**src/rtl/quad_step_decoder.sv**
```systemverilog
// Quadrature encoder front end: synchronises A/B/index, decodes x4 steps into en/dir pulses
// and index rises into ld pulses. Define QUAD_FILTER_EN to compile in per-input glitch filters.
module quad_step_decoder #(
  parameter int         SYNC_STAGES = 2,
  parameter int         FILT_CYCLES = 4,
  parameter logic [3:0] HOME_VAL    = 4'b0000
) (
  input  logic       clk,
  input  logic       rst,
  input  logic       a_in,
  input  logic       b_in,
  input  logic       idx_in,
  input  logic       err_clr,
  output logic       en,
  output logic       dir,
  output logic       ld,
  output logic [3:0] ld_val,
  output logic       err
);

  // state  | meaning
  // ARM    | settling after reset; prev_ab/prev_i track inputs, no outputs
  // RUN    | decode steps and index rises
  // RESYNC | one cycle with en suppressed while prev_ab reloads after an illegal jump

  typedef enum logic [1:0] {ARM, RUN, RESYNC} state_t;

`ifdef QUAD_FILTER_EN
  localparam bit FILT_EN = 1'b1;
`else
  localparam bit FILT_EN = 1'b0;
`endif
  localparam int ARM_LEN = SYNC_STAGES + (FILT_EN ? FILT_CYCLES : 0);
  localparam int ARM_W   = (ARM_LEN > 15) ? 5 : 4;
  localparam logic [ARM_W-1:0] ARM_INIT = ARM_W'(ARM_LEN);

  logic [SYNC_STAGES-1:0] a_sync, b_sync, i_sync;
  logic [2:0]             raw;
  logic                   sa, sb, si;

  always_ff @(posedge clk or posedge rst) begin
    if (rst) begin
      a_sync <= '0;
      b_sync <= '0;
      i_sync <= '0;
    end else begin
      a_sync <= {a_sync[SYNC_STAGES-2:0], a_in};
      b_sync <= {b_sync[SYNC_STAGES-2:0], b_in};
      i_sync <= {i_sync[SYNC_STAGES-2:0], idx_in};
    end
  end

  assign raw = {a_sync[SYNC_STAGES-1], b_sync[SYNC_STAGES-1], i_sync[SYNC_STAGES-1]};

`ifdef QUAD_FILTER_EN
  localparam logic [3:0] FC_LAST = 4'(FILT_CYCLES - 1);
  logic [2:0]      filt;
  logic [2:0][3:0] fcnt;

  // Output follows the input only after FILT_CYCLES consecutive cycles of disagreement.
  always_ff @(posedge clk or posedge rst) begin
    if (rst) begin
      filt <= '0;
      fcnt <= '0;
    end else begin
      for (int j = 0; j < 3; j++) begin
        if (raw[j] == filt[j]) begin
          fcnt[j] <= 4'd0;
        end else if (fcnt[j] == FC_LAST) begin
          filt[j] <= raw[j];
          fcnt[j] <= 4'd0;
        end else begin
          fcnt[j] <= fcnt[j] + 4'd1;
        end
      end
    end
  end

  assign {sa, sb, si} = filt;
`else
  assign {sa, sb, si} = raw;
`endif

  state_t           state, state_n;
  logic [ARM_W-1:0] arm_cnt, arm_cnt_n;
  logic [1:0]       prev_ab, prev_ab_n, cur_ab;
  logic             prev_i, prev_i_n;
  logic             en_n, dir_n, ld_n, err_n;
  logic             fwd, rev, illegal, idx_rise;

  always_ff @(posedge clk or posedge rst) begin
    if (rst) begin
      state   <= ARM;
      arm_cnt <= ARM_INIT;
      prev_ab <= 2'b00;
      prev_i  <= 1'b0;
      en      <= 1'b0;
      dir     <= 1'b1;
      ld      <= 1'b0;
      err     <= 1'b0;
    end else begin
      state   <= state_n;
      arm_cnt <= arm_cnt_n;
      prev_ab <= prev_ab_n;
      prev_i  <= prev_i_n;
      en      <= en_n;
      dir     <= dir_n;
      ld      <= ld_n;
      err     <= err_n;
    end
  end

  always_comb begin
    state_n   = state;
    arm_cnt_n = arm_cnt;
    cur_ab    = {sa, sb};
    prev_ab_n = cur_ab;
    prev_i_n  = si;
    en_n      = 1'b0;
    dir_n     = dir;
    ld_n      = 1'b0;
    err_n     = err_clr ? 1'b0 : err;

    fwd = (prev_ab == 2'b00 && cur_ab == 2'b10) || (prev_ab == 2'b10 && cur_ab == 2'b11) ||
          (prev_ab == 2'b11 && cur_ab == 2'b01) || (prev_ab == 2'b01 && cur_ab == 2'b00);
    rev = (prev_ab == 2'b00 && cur_ab == 2'b01) || (prev_ab == 2'b01 && cur_ab == 2'b11) ||
          (prev_ab == 2'b11 && cur_ab == 2'b10) || (prev_ab == 2'b10 && cur_ab == 2'b00);
    illegal  = (cur_ab == ~prev_ab);
    idx_rise = si & ~prev_i;

    case (state)
      ARM: begin
        if (arm_cnt == '0) state_n = RUN;
        else               arm_cnt_n = arm_cnt - 1'b1;
      end
      RUN: begin
        ld_n = idx_rise;
        // A home load overrides a step decoded in the same cycle.
        if ((fwd || rev) && !idx_rise) begin
          en_n  = 1'b1;
          dir_n = fwd;
        end
        if (illegal) begin
          err_n   = 1'b1;
          state_n = RESYNC;
        end
      end
      RESYNC: begin
        ld_n    = idx_rise;
        state_n = RUN;
      end
      default: state_n = ARM;
    endcase
  end

  assign ld_val = HOME_VAL;

endmodule

```
**config.mk**
```make
export PLATFORM = sky130hd
export DESIGN_NAME = quad_step_decoder
export DESIGN_NICKNAME = d
export VERILOG_FILES = /design/src/rtl/quad_step_decoder.sv
export SDC_FILE = /design/constraint.sdc
export NUM_CORES = 1
export LEC_CHECK = 0
export ABC_AREA = 1
export CAP_MARGIN = 15
export CORE_ASPECT_RATIO = 1.25
export CORE_MARGIN = 2
export CORE_UTILIZATION = 50
export DETAILED_ROUTE_END_ITERATION = 10
export PLACE_DENSITY = 0.86
export SETUP_SLACK_MARGIN = 0.1
export SLEW_MARGIN = 0
export SYNTH_ARGS = -nofsm -noshare
export SYNTH_HDL_FRONTEND = slang
export SYNTH_SLANG_ARGS = --single-unit
```
**constraint.sdc**
```tcl
create_clock -name clk -period 3.4 [get_ports clk]
set_clock_uncertainty 0.05 [all_clocks]
set_input_delay 0.51 -clock clk [delete_from_list [all_inputs] [get_ports clk]]
set_output_delay 0.51 -clock clk [all_outputs]
set_load 0.01 [all_outputs]
```
==> out/summary.txt <==
result of the run: finished, final reports clean
post-synthesis cell type count: 22
power density cells: 553 mW/mm^2
Static Leakage: 0.538 nW
Clock Tree Buf Depth: 2
post-cts repair resize count: 0
arrival time reported for the critical path endpoint: 1.35 ns
Final nets: 121
family with the most delay on the worst path: flip-flops
min-delay worst type: reg2reg
Placed Area: 997 sq um
final clock period utilization by the worst path: 56.1%
kind of critical path: reg2out
post-synth design cell area: 913 sq um
horizontal die dimension: 42.2 um
slowest cell delay on critical path: 0.54 ns
sum of negative setup slack: 0 ns
Final Total Pwr: 566 uW
first-pass iteration count of the detailed router: 3
quantity of I/O buffers inserted on ports: 9
final global-route overflow total: 0
RD Place Congestion: 0.831
fin util: 58.7%
final hold violation count: 0
per-cell via count in the routed design: 4.74
TritonCTS clock tree: done
core area: 0.00174 sq mm
Slew Viols, Final: 0
max_slew headroom: 55.3%
IR Drop Worst-Case VDD: 0.294 mV
pin count of the biggest net entering global routing: 20
cts bufs inserted: 3
CP Capture Type: output port
fill cell total of the finished layout: 171
register area share after synthesis: 52.3%
Die Height: 51.8 um
global-route wire length before repair: 2.50 mm
Hold-fix buffers, CTS: 0
Worst Hold Slack: 0.304 ns
Post-Synthesis Cells: 99
Final Non-Filler Cells: 129
first-iteration detailed-routing DRC count: 1
Sinks on Clock Net: 19
fin crit period: 1.91 ns
warning count from the yosys run: 0
diode count: 0
post-place setup slack: 1.81 ns
post-synthesis register bit count: 19
row count: 17
Final Instance Area: 0.00102 sq mm
highest attainable clock frequency: 524 MHz
via count of the routed design: 612
kind of start point of the critical path: flip-flop
post-detailed-route count of antenna-violating nets: 0
total setup buffers inserted after CTS: 0
Avg Cell Area, Syn: 9.23 sq um
transition time at the pin with the least slew margin: 0.670 ns
unrepaired setup endpoints after global routing: false
detailed-route wire length: 1.35 mm
Placed Cells: 125
max_cap viols: 0
initial cell density of the core: 52.4%
H-Tree Depth: 1
CTS clk-pin slew, worst paths: 0.09 ns
number of buffers and inverters on the critical path: 1
slowest library cell on the worst path: sky130_fd_sc_hd__dfstp_2
number of primary I/O pins: 14
Setup violations, final: 0
share of cells above drive strength 1: 14.5%
die area: 0.00219 sq mm
required time of the critical path: 2.84 ns
via count of the first global-routing pass: 602
detailed placement HPWL: 1.07 mm
number of remaining DRC errors: 0
gr usage total: 15.4%
crit-path cells: clkdlybuf4s50_1
antenna violations before repair: 0
Routed wire per std cell: 10.4 um
layout overhead on the synthesized area: 12.1%
clock latency at the later pin of the worst-skew pair: 0.29 ns
clock root cell: sky130_fd_sc_hd__clkbuf_4
worst setup slack after layout: 1.49 ns
worst-path maximum fanout: 2
## kinds of logic after synthesis
family	Yosys count	share of synthesized area, %
xor+xnor	5	4.80
fa+ha+maj	4	5.48
simple gates	42	20.7
buf+inv	22	11.5
flops	19	52.3
other cells	1	0.411
compound gates	6	4.79
## registers in the layout, indices dropped and copies added (netlist names)
register,flops
i_sync,2
prev_ab,2
prev_i,1
state,2
arm_cnt,4
dir,1
en,1
b_sync,2
err,1
a_sync,2
ld,1
## power by group
part	switching, mW	internal (mW)
sequential	0.0214	0.263
combinational	0.0891	0.0851
clock	0.0617	0.0456
## synthesized netlist by cell type
cell type	n	area share (%)
sky130_fd_sc_hd__xor2_1	3	2.9
sky130_fd_sc_hd__buf_4	4	3.3
sky130_fd_sc_hd__dfstp_2	2	5.8
sky130_fd_sc_hd__or2_2	1	0.69
sky130_fd_sc_hd__nand3_2	1	1.1
sky130_fd_sc_hd__buf_6	1	1.2
sky130_fd_sc_hd__o21ai_4	1	1.8
sky130_fd_sc_hd__nor2_2	3	2.1
sky130_fd_sc_hd__nor2_1	3	1.2
sky130_fd_sc_hd__and3_1	1	0.69
sky130_fd_sc_hd__dfrtp_1	17	47
sky130_fd_sc_hd__a21boi_1	1	0.82
sky130_fd_sc_hd__nand2_2	3	2.1
sky130_fd_sc_hd__conb_1	1	0.41
sky130_fd_sc_hd__inv_1	15	6.2
sky130_fd_sc_hd__ha_1	4	5.5
sky130_fd_sc_hd__xnor2_1	2	1.9
sky130_fd_sc_hd__inv_2	2	0.82
sky130_fd_sc_hd__nand3_1	4	2.2
sky130_fd_sc_hd__o21ai_1	1	0.55
sky130_fd_sc_hd__nand2_1	26	11
sky130_fd_sc_hd__o21ai_0	3	1.6
## final cells by class
class	instances	area, sq um	share of cell area [%]
Sequential cell	19	478	46.7
Multi-Input combinational cell	61	342	33.4
Timing Repair Buffer	9	90.1	8.80
Tap cell	19	23.8	2.32
Inverter	17	63.8	6.23
Clock buffer	4	26.3	2.57
## layer usage
layer  vias to the layer above  routed length (um)  track usage [%]
met5                         -                   0                0
met4                         0                  14             9.38
met3                         2                  34             2.08
met2                        10                 748             27.9
met1                       290                 549             16.9
li1                        310                   -                -
## final timing paths
| kind | start | to | slack (ns) | depth (start not counted) |
|---|---|---|---|---|
| worst max-delay path | dir | dir | 1.49 | 1 |
| worst min-delay path | b_sync[0] | b_sync[1] | 0.30 | 0 |
| worst max register to register | arm_cnt[0] | arm_cnt[3] | 2.04 | 7 |
| worst min register to register | b_sync[0] | b_sync[1] | 0.30 | 0 |
| max in group asynchronous | rst | b_sync[0] | 2.30 | 2 |
| min in group asynchronous | rst | ld | 0.56 | 2 |
## worst register-to-register path, stage by stage, from the launching register on
cell	delay, ns
sky130_fd_sc_hd__dfrtp_1	0.37
sky130_fd_sc_hd__inv_1	0.10
sky130_fd_sc_hd__ha_1	0.20
sky130_fd_sc_hd__nand2_2	0.08
sky130_fd_sc_hd__o21ai_4	0.23
sky130_fd_sc_hd__inv_1	0.09
sky130_fd_sc_hd__nand2_1	0.07
sky130_fd_sc_hd__o21ai_1	0.06
## cells in the final DEF (no fill, tap or decap)
| cell type | netlist | layout |
|---|---|---|
| sky130_fd_sc_hd__a21boi_1 | 1 | 1 |
| sky130_fd_sc_hd__and3_1 | 1 | 1 |
| sky130_fd_sc_hd__clkbuf_1 | 0 | 1 |
| sky130_fd_sc_hd__clkbuf_4 | 0 | 3 |
| sky130_fd_sc_hd__clkdlybuf4s50_1 | 0 | 9 |
| sky130_fd_sc_hd__conb_1 | 1 | 4 |
| sky130_fd_sc_hd__dfrtp_1 | 17 | 17 |
| sky130_fd_sc_hd__dfstp_2 | 2 | 2 |
| sky130_fd_sc_hd__ha_1 | 4 | 4 |
| sky130_fd_sc_hd__inv_1 | 15 | 15 |
| sky130_fd_sc_hd__inv_2 | 2 | 2 |
| sky130_fd_sc_hd__nand2_1 | 26 | 26 |
| sky130_fd_sc_hd__nand2_2 | 3 | 3 |
| sky130_fd_sc_hd__nand3_1 | 4 | 4 |
| sky130_fd_sc_hd__nand3_2 | 1 | 1 |
| sky130_fd_sc_hd__nor2_1 | 3 | 3 |
| sky130_fd_sc_hd__nor2_2 | 3 | 3 |
| sky130_fd_sc_hd__o21ai_0 | 3 | 3 |
| sky130_fd_sc_hd__o21ai_1 | 1 | 1 |
| sky130_fd_sc_hd__o21ai_4 | 1 | 1 |
| sky130_fd_sc_hd__or2_2 | 1 | 1 |
| sky130_fd_sc_hd__xnor2_1 | 2 | 2 |
| sky130_fd_sc_hd__xor2_1 | 3 | 3 |
No activity file was read; power rests on OpenSTA's default activity.
